--- config.mk ---
export PLATFORM = sky130hd
export DESIGN_NAME = bubsys_snd_mixer
export DESIGN_NICKNAME = d
export VERILOG_FILES = /design/src/rtl/bubsys_snd_pkg.sv /design/src/rtl/bubsys_snd_sat.sv /design/src/rtl/bubsys_snd_mixer.sv
export SDC_FILE = /design/constraint.sdc
export NUM_CORES = 1
export LEC_CHECK = 0
export CAP_MARGIN = 25
export CORE_UTILIZATION = 53
export CTS_CLUSTER_SIZE = 30
export DETAILED_ROUTE_END_ITERATION = 16
export GPL_TIMING_DRIVEN = 0
export PLACE_DENSITY_LB_ADDON = 0.3
export SETUP_SLACK_MARGIN = 0.3
export SYNTH_ARGS = -nofsm -noshare
export SYNTH_HDL_FRONTEND = slang
export SYNTH_SLANG_ARGS = --single-unit
--- constraint.sdc ---
create_clock -name i_EMU_CLK72M -period 7.6 [get_ports i_EMU_CLK72M]
set_input_delay 2.28 -clock i_EMU_CLK72M [delete_from_list [all_inputs] [get_ports i_EMU_CLK72M]]
set_output_delay 2.28 -clock i_EMU_CLK72M [all_outputs]
set_load 0.005 [all_outputs]
--- src/rtl/bubsys_snd_pkg.sv ---
// bubsys_snd_pkg
// Shared definitions for the sound mixer: controller state encoding and the
// fixed-point constants that define the per-channel gain arithmetic.
//   snd_state_t   : IDLE / MAC / SAT controller states
//   GAIN_BIAS     : added to the signed volume code (gain in 1/16 units)
//   GAIN_SHIFT    : right shift that removes the 1/16 gain scaling
//   ACC_HEADROOM  : extra accumulator bits above the input sample width
package bubsys_snd_pkg;

    typedef enum logic [1:0] {
        ST_IDLE = 2'd0,
        ST_MAC  = 2'd1,
        ST_SAT  = 2'd2
    } snd_state_t;

    localparam int GAIN_BIAS    = 16;
    localparam int GAIN_SHIFT   = 4;
    localparam int ACC_HEADROOM = 6;

endpackage

--- src/rtl/bubsys_snd_sat.sv ---
// bubsys_snd_sat
// Combinational signed clamp from an IN_W-bit accumulator to an OUT_W-bit
// sample, with a flag raised whenever the value had to be clamped.
//   acc  : signed accumulator value (IN_W bits)
//   sat  : clamped signed sample (OUT_W bits)
//   clip : high when acc lay outside [-2^(OUT_W-1), 2^(OUT_W-1)-1]
module bubsys_snd_sat #(
    parameter int IN_W  = 22,
    parameter int OUT_W = 16
) (
    input  logic signed [IN_W-1:0]  acc,
    output logic        [OUT_W-1:0] sat,
    output logic                    clip
);
    import bubsys_snd_pkg::*;

    localparam logic signed [IN_W-1:0] MAX_V = IN_W'((64'sd1 <<< (OUT_W - 1)) - 64'sd1);
    // ~(2^k - 1) == -2^k in two's complement
    localparam logic signed [IN_W-1:0] MIN_V = ~MAX_V;

    always_comb begin
        sat  = acc[OUT_W-1:0];
        clip = 1'b0;
        if (acc > MAX_V) begin
            sat  = MAX_V[OUT_W-1:0];
            clip = 1'b1;
        end else if (acc < MIN_V) begin
            sat  = MIN_V[OUT_W-1:0];
            clip = 1'b1;
        end
    end

endmodule

--- src/rtl/bubsys_snd_mixer.sv ---
// bubsys_snd_mixer
// Sequential multi-channel stereo mixer. A strobe in IDLE captures all
// channel samples, volume codes and routes; one channel per cycle is then
// scaled by a single shared multiplier and accumulated into L/R sums, which
// are clamped and registered to the outputs in the SAT cycle.
//   i_EMU_CLK72M  : clock
//   i_EMU_INITRST : asynchronous active-high reset
//   i_SAMPLE_STB  : one-cycle request for a new mix
//   i_CH_DATA     : NCH signed IW-bit samples, channel k at [k*IW +: IW]
//   i_VOL         : NCH 4-bit signed volume codes (-8..+7, gain 16+code /16)
//   i_ROUTE       : NCH 2-bit masks, bit0 = L, bit1 = R
//   o_SND_L/R     : signed OW-bit output samples, held between updates
//   o_VALID       : one-cycle pulse when o_SND_L/R update
//   o_BUSY        : high while a mix is in progress
//   o_DROP        : one-cycle pulse when a strobe arrives while busy
//   o_CLIP        : sticky clamp flags, bit0 = L, bit1 = R
module bubsys_snd_mixer #(
    parameter int NCH = 4,
    parameter int IW  = 16,
    parameter int OW  = 16
) (
    input  logic              i_EMU_CLK72M,
    input  logic              i_EMU_INITRST,
    input  logic              i_SAMPLE_STB,
    input  logic [NCH*IW-1:0] i_CH_DATA,
    input  logic [NCH*4-1:0]  i_VOL,
    input  logic [NCH*2-1:0]  i_ROUTE,
    output logic [OW-1:0]     o_SND_L,
    output logic [OW-1:0]     o_SND_R,
    output logic              o_VALID,
    output logic              o_BUSY,
    output logic              o_DROP,
    output logic [1:0]        o_CLIP
);
    import bubsys_snd_pkg::*;

    localparam int AW   = IW + ACC_HEADROOM;
    localparam int IDXW = (NCH > 1) ? $clog2(NCH) : 1;

    snd_state_t state_q, state_d;

    logic [NCH*IW-1:0] ch_data_q;
    logic [NCH*4-1:0]  vol_q;
    logic [NCH*2-1:0]  route_q;
    logic [IDXW-1:0]   idx_q;
    logic signed [AW-1:0] acc_l_q, acc_r_q;

    logic [IW-1:0] sample_sel;
    logic [3:0]    vol_sel;
    logic [1:0]    route_sel;
    logic          last_ch;
    logic          accept;

    logic signed [AW-1:0] sample_ext, vol_ext, gain_ext, product, term;

    logic [OW-1:0] sat_l, sat_r;
    logic          clip_l, clip_r;

    // Channel select for the shared multiplier, indexed by the MAC counter
    always_comb begin
        sample_sel = '0;
        vol_sel    = '0;
        route_sel  = '0;
        for (int unsigned k = 0; k < NCH; k++) begin
            if (idx_q == IDXW'(k)) begin
                sample_sel = ch_data_q[k*IW +: IW];
                vol_sel    = vol_q[k*4 +: 4];
                route_sel  = route_q[k*2 +: 2];
            end
        end
    end

    // Full-width scaling: |sample * gain| < 2^(IW-1) * 24, which fits in AW bits
    always_comb begin
        sample_ext = {{ACC_HEADROOM{sample_sel[IW-1]}}, sample_sel};
        vol_ext    = {{(AW-4){vol_sel[3]}}, vol_sel};
        gain_ext   = vol_ext + AW'(GAIN_BIAS);
        product    = sample_ext * gain_ext;
        term       = product >>> GAIN_SHIFT;
    end

    assign last_ch = (idx_q == IDXW'(NCH - 1));

    // State register
    always_ff @(posedge i_EMU_CLK72M or posedge i_EMU_INITRST) begin
        if (i_EMU_INITRST) begin
            state_q <= ST_IDLE;
        end else begin
            state_q <= state_d;
        end
    end

    // Next-state logic
    always_comb begin
        state_d = state_q;
        case (state_q)
            ST_IDLE: if (i_SAMPLE_STB) state_d = ST_MAC;
            ST_MAC:  if (last_ch)      state_d = ST_SAT;
            ST_SAT:                    state_d = ST_IDLE;
            default:                   state_d = ST_IDLE;
        endcase
    end

    // State-decoded outputs
    always_comb begin
        o_BUSY = (state_q != ST_IDLE);
        accept = (state_q == ST_IDLE) && i_SAMPLE_STB;
    end

    // Datapath and registered outputs
    always_ff @(posedge i_EMU_CLK72M or posedge i_EMU_INITRST) begin
        if (i_EMU_INITRST) begin
            ch_data_q <= '0;
            vol_q     <= '0;
            route_q   <= '0;
            idx_q     <= '0;
            acc_l_q   <= '0;
            acc_r_q   <= '0;
            o_SND_L   <= '0;
            o_SND_R   <= '0;
            o_VALID   <= 1'b0;
            o_DROP    <= 1'b0;
            o_CLIP    <= '0;
        end else begin
            o_VALID <= 1'b0;
            o_DROP  <= i_SAMPLE_STB && (state_q != ST_IDLE);

            case (state_q)
                ST_IDLE: begin
                    if (accept) begin
                        ch_data_q <= i_CH_DATA;
                        vol_q     <= i_VOL;
                        route_q   <= i_ROUTE;
                        idx_q     <= '0;
                        acc_l_q   <= '0;
                        acc_r_q   <= '0;
                    end
                end
                ST_MAC: begin
                    if (route_sel[0]) acc_l_q <= acc_l_q + term;
                    if (route_sel[1]) acc_r_q <= acc_r_q + term;
                    idx_q <= idx_q + 1'b1;
                end
                ST_SAT: begin
                    o_SND_L <= sat_l;
                    o_SND_R <= sat_r;
                    o_CLIP  <= o_CLIP | {clip_r, clip_l};
                    o_VALID <= 1'b1;
                end
                default: ;
            endcase
        end
    end

    bubsys_snd_sat #(.IN_W(AW), .OUT_W(OW)) u_sat_l (
        .acc  (acc_l_q),
        .sat  (sat_l),
        .clip (clip_l)
    );

    bubsys_snd_sat #(.IN_W(AW), .OUT_W(OW)) u_sat_r (
        .acc  (acc_r_q),
        .sat  (sat_r),
        .clip (clip_r)
    );

endmodule

==> summary.txt <==
Outcome
  • Status: complete, but fails checks
  • Failing checks: setup timing

Yosys
  • Async set-reset flop share out of synthesis: 1.00
  • Sequential share of the synthesized area: 0.345
  • Post-Syn Area: 12,500 um^2
  • Synth warn: 0
  • Seq cells post-synth: 172
  • Syn_nets: 1,772
  • Yosys cell types: 72
  • Avg Cell Area, Syn: roughly 8.2 um^2
  • Predominant post-synthesis flop cell: dfrtp_1
  • Mapped Cells: 1,523
  • Number of enable flip-flop cells after synthesis: 0

GRT
  • Global route overflow: 0
  • Largest net degree at the start of global routing: 87
  • Vias in the first global route: approximately 12,000
  • First-pass GRT wire length: 56,400 um
  • Gr usage total: 0.293
  • Initial antenna violation count: 0

Route
  • Initial DRC Count: 923
  • Residual DRC count: 0
  • Wire length on met3: roughly 2600 um
  • Final wirelength: 37,300 um
  • Pre-Repair DR Iteration Count: 5
  • WL met1: 14,700 um
  • Routed vias: 12,000
  • Antenna-violating nets left: 0
  • Met2 wire len: 18,500 um
  • Top sig layer: met4
  • Post-DR wirelength/cell: around 18 um
  • Vias per inst: 5.73

STA
  • Hold Violations, Final: 0
  • Fmax: 131 MHz
  • Final setup fails: 2
  • Fin Hold WS: 0.469 ns
  • Post-route clock period utilization: 1.01
  • Least-Margin Pin Slew: around 0.65 ns
  • PnR worst setup slack: -0.0426 ns
  • Unrepaired setup endpoints after global routing: true
  • Slew Viols, Final: 0
  • Final Skew: 0.0197 ns
  • Rel. slew slack: 0.562
  • Post-layout min period: 7.64 ns

Placed design
  • Placer Congestion: 0.879
  • Hpwl dp: 23,800 um
  • Port-buffer cells: roughly 130
  • Placed instance area: around 14,000 um^2

Floorplan
  • Initial core utilization: 0.547
  • # rows: 55
  • CORE AREA: between 20,000 and 25,000 um^2
  • Io pins: about 130
  • Die footprint: 24,200 um^2
  • Die X: ~160 um
  • Die Y: 155 um

Final layout
  • Final Cell Area: 16,900 um^2
  • Commonest non-fill, non-tap cell in the layout: nand2_1
  • Inserted Diodes: 0
  • Number of nets in the layout: approximately 2,000
  • Area delta synth->final: 35.4%
  • Final Core Density: 0.740
  • Commonest non-fill, non-tap cells in the layout: 361 x nand2_1, 171 x dfrtp_1, 127 x nor2_1, 127 x clkdlybuf4s50_1, 111 x inv_1
  • Ratio of cells with drive above 1 in the final layout: 0.196

Clock tree
  • H-tree Lvls: 4
  • Clk sinks: 172
  • Root Buffer: clkbuf_16
  • Hold Buf Count CTS: 0
  • Clk slew on worst S/H paths: 0.08 ns
  • CTS tree: done
  • Max clock buf depth: 2
  • Clk Latency, worst-skew pair: 0.45 ns
  • TritonCTS Buffers: 17

Run
  • MaxCap Viol Count: 0

Critical path
  • Critical path required time: approximately 8.0 ns
  • Crit-path max cell delay: 0.58 ns
  • Most frequent CP cell: a21oi_2
  • Critical path peak fanout: 5
  • Crit-path slowest cell: fa_1
  • CP Capture Type: flop
  • Crit path kind: flop to flop
  • Critical path data arrival time: 8.01 ns
  • Startpoint Class: flop

Hold path
  • Tightest Hold Check Type: flop to flop
## Yosys cell counts (all sizes together), types with 5 or more instances
cell type / count / share of area
a21o: 24 / 0.015
and3: 6 / 0.0031
nor2b: 11 / 0.0055
or2: 13 / 0.0065
o21ai: 120 / 0.048
xor2: 21 / 0.015
nand2: 363 / 0.11
a31oi: 6 / 0.0035
a21oi: 105 / 0.042
nand2b: 12 / 0.0066
ha: 107 / 0.11
a221oi: 6 / 0.0042
xnor2: 23 / 0.016
o31ai: 5 / 0.0030
nor3: 9 / 0.0036
nor3b: 5 / 0.0030
nor2: 149 / 0.045
buf: 18 / 0.0066
fa: 51 / 0.082
o21bai: 10 / 0.0060
nand3: 25 / 0.010
a211oi: 12 / 0.0082
clkbuf: 46 / 0.014
dfrtp: 172 / 0.34
o21a: 11 / 0.0066
inv: 125 / 0.038
## critical path, delay by kind of cell, from the launching register on
family                     cells  cell delay (ns)
AOI/OAI and AO/OA             16             2.72
adders and majority gates      7             2.47
and+or+nand+nor                6             1.17
buffers and inverters          7             0.76
DFF                            1             0.42
## flip-flops by register name, summed over array words and instances, names as in the netlist
signal	flops
idx_q	2
acc_r_q	22
vol_q	16
acc_l_q	22
state_q	2
route_q	8
o_VALID	1
o_SND_R	16
o_SND_L	16
o_DROP	1
ch_data_q	64
o_CLIP	2
## through the flow
step	worst slack, ns	setup TNS [ns]	instances
CTS	0.252	0	2067
detailed placement	-0.739	-4.04	1965
finish	-0.0426	-0.0575	2100
global placement	-1.51	-259.99	1963
global route	-0.292	-0.868	2100
floorplan	0.308	0	1523
## per-layer routing
layer / GRT usage / vias up
met5: 0 / -
met4: 0.110 / 0
met3: 0.0549 / 133
met2: 0.513 / 573
met1: 0.359 / 5765
li1: - / 5561
## logic make-up after synthesis
family / Yosys count / synth area share
AO/OA/AOI/OAI: 339 / 0.166
XOR/XNOR: 45 / 0.0327
adder cells (fa/ha/maj): 158 / 0.189
buffers and inverters: 189 / 0.0580
flip-flops: 172 / 0.345
multiplexers: 4 / 0.00331
AND/OR/NAND/NOR: 616 / 0.207
## repair_timing
item,CTS,global route
resized for setup,103,115
gates cloned,4,0
buffers inserted,66,33
setup endpoints to repair,22,21
pin swaps,75,59
## worst paths after layout
check / from / end / slack (ns) / cells past startpoint
max in group asynchronous: i_EMU_INITRST / acc_l_q[17] / 4.87 / 3
min in group asynchronous: i_EMU_INITRST / route_q[4] / 2.34 / 3
max: idx_q[1] / acc_r_q[21] / -0.04 / 36
min reg2reg: o_CLIP[1] / o_CLIP[1] / 0.47 / 1
max reg2reg: idx_q[1] / acc_r_q[21] / -0.04 / 36
min: o_CLIP[1] / o_CLIP[1] / 0.47 / 1
## cell type report
class	count	area, um^2
Buffer	64	430
Tap cell	313	392
Timing Repair Buffer	232	2180
Sequential cell	172	4310
Clock buffer	17	425
Inverter	125	482
Fill cell	1546	5940
Clock inverter	15	204
Multi-Input combinational cell	1162	8490
Power is not shown: default switching activity piles up to over one toggle a cycle in this logic, so the estimate is an artifact.
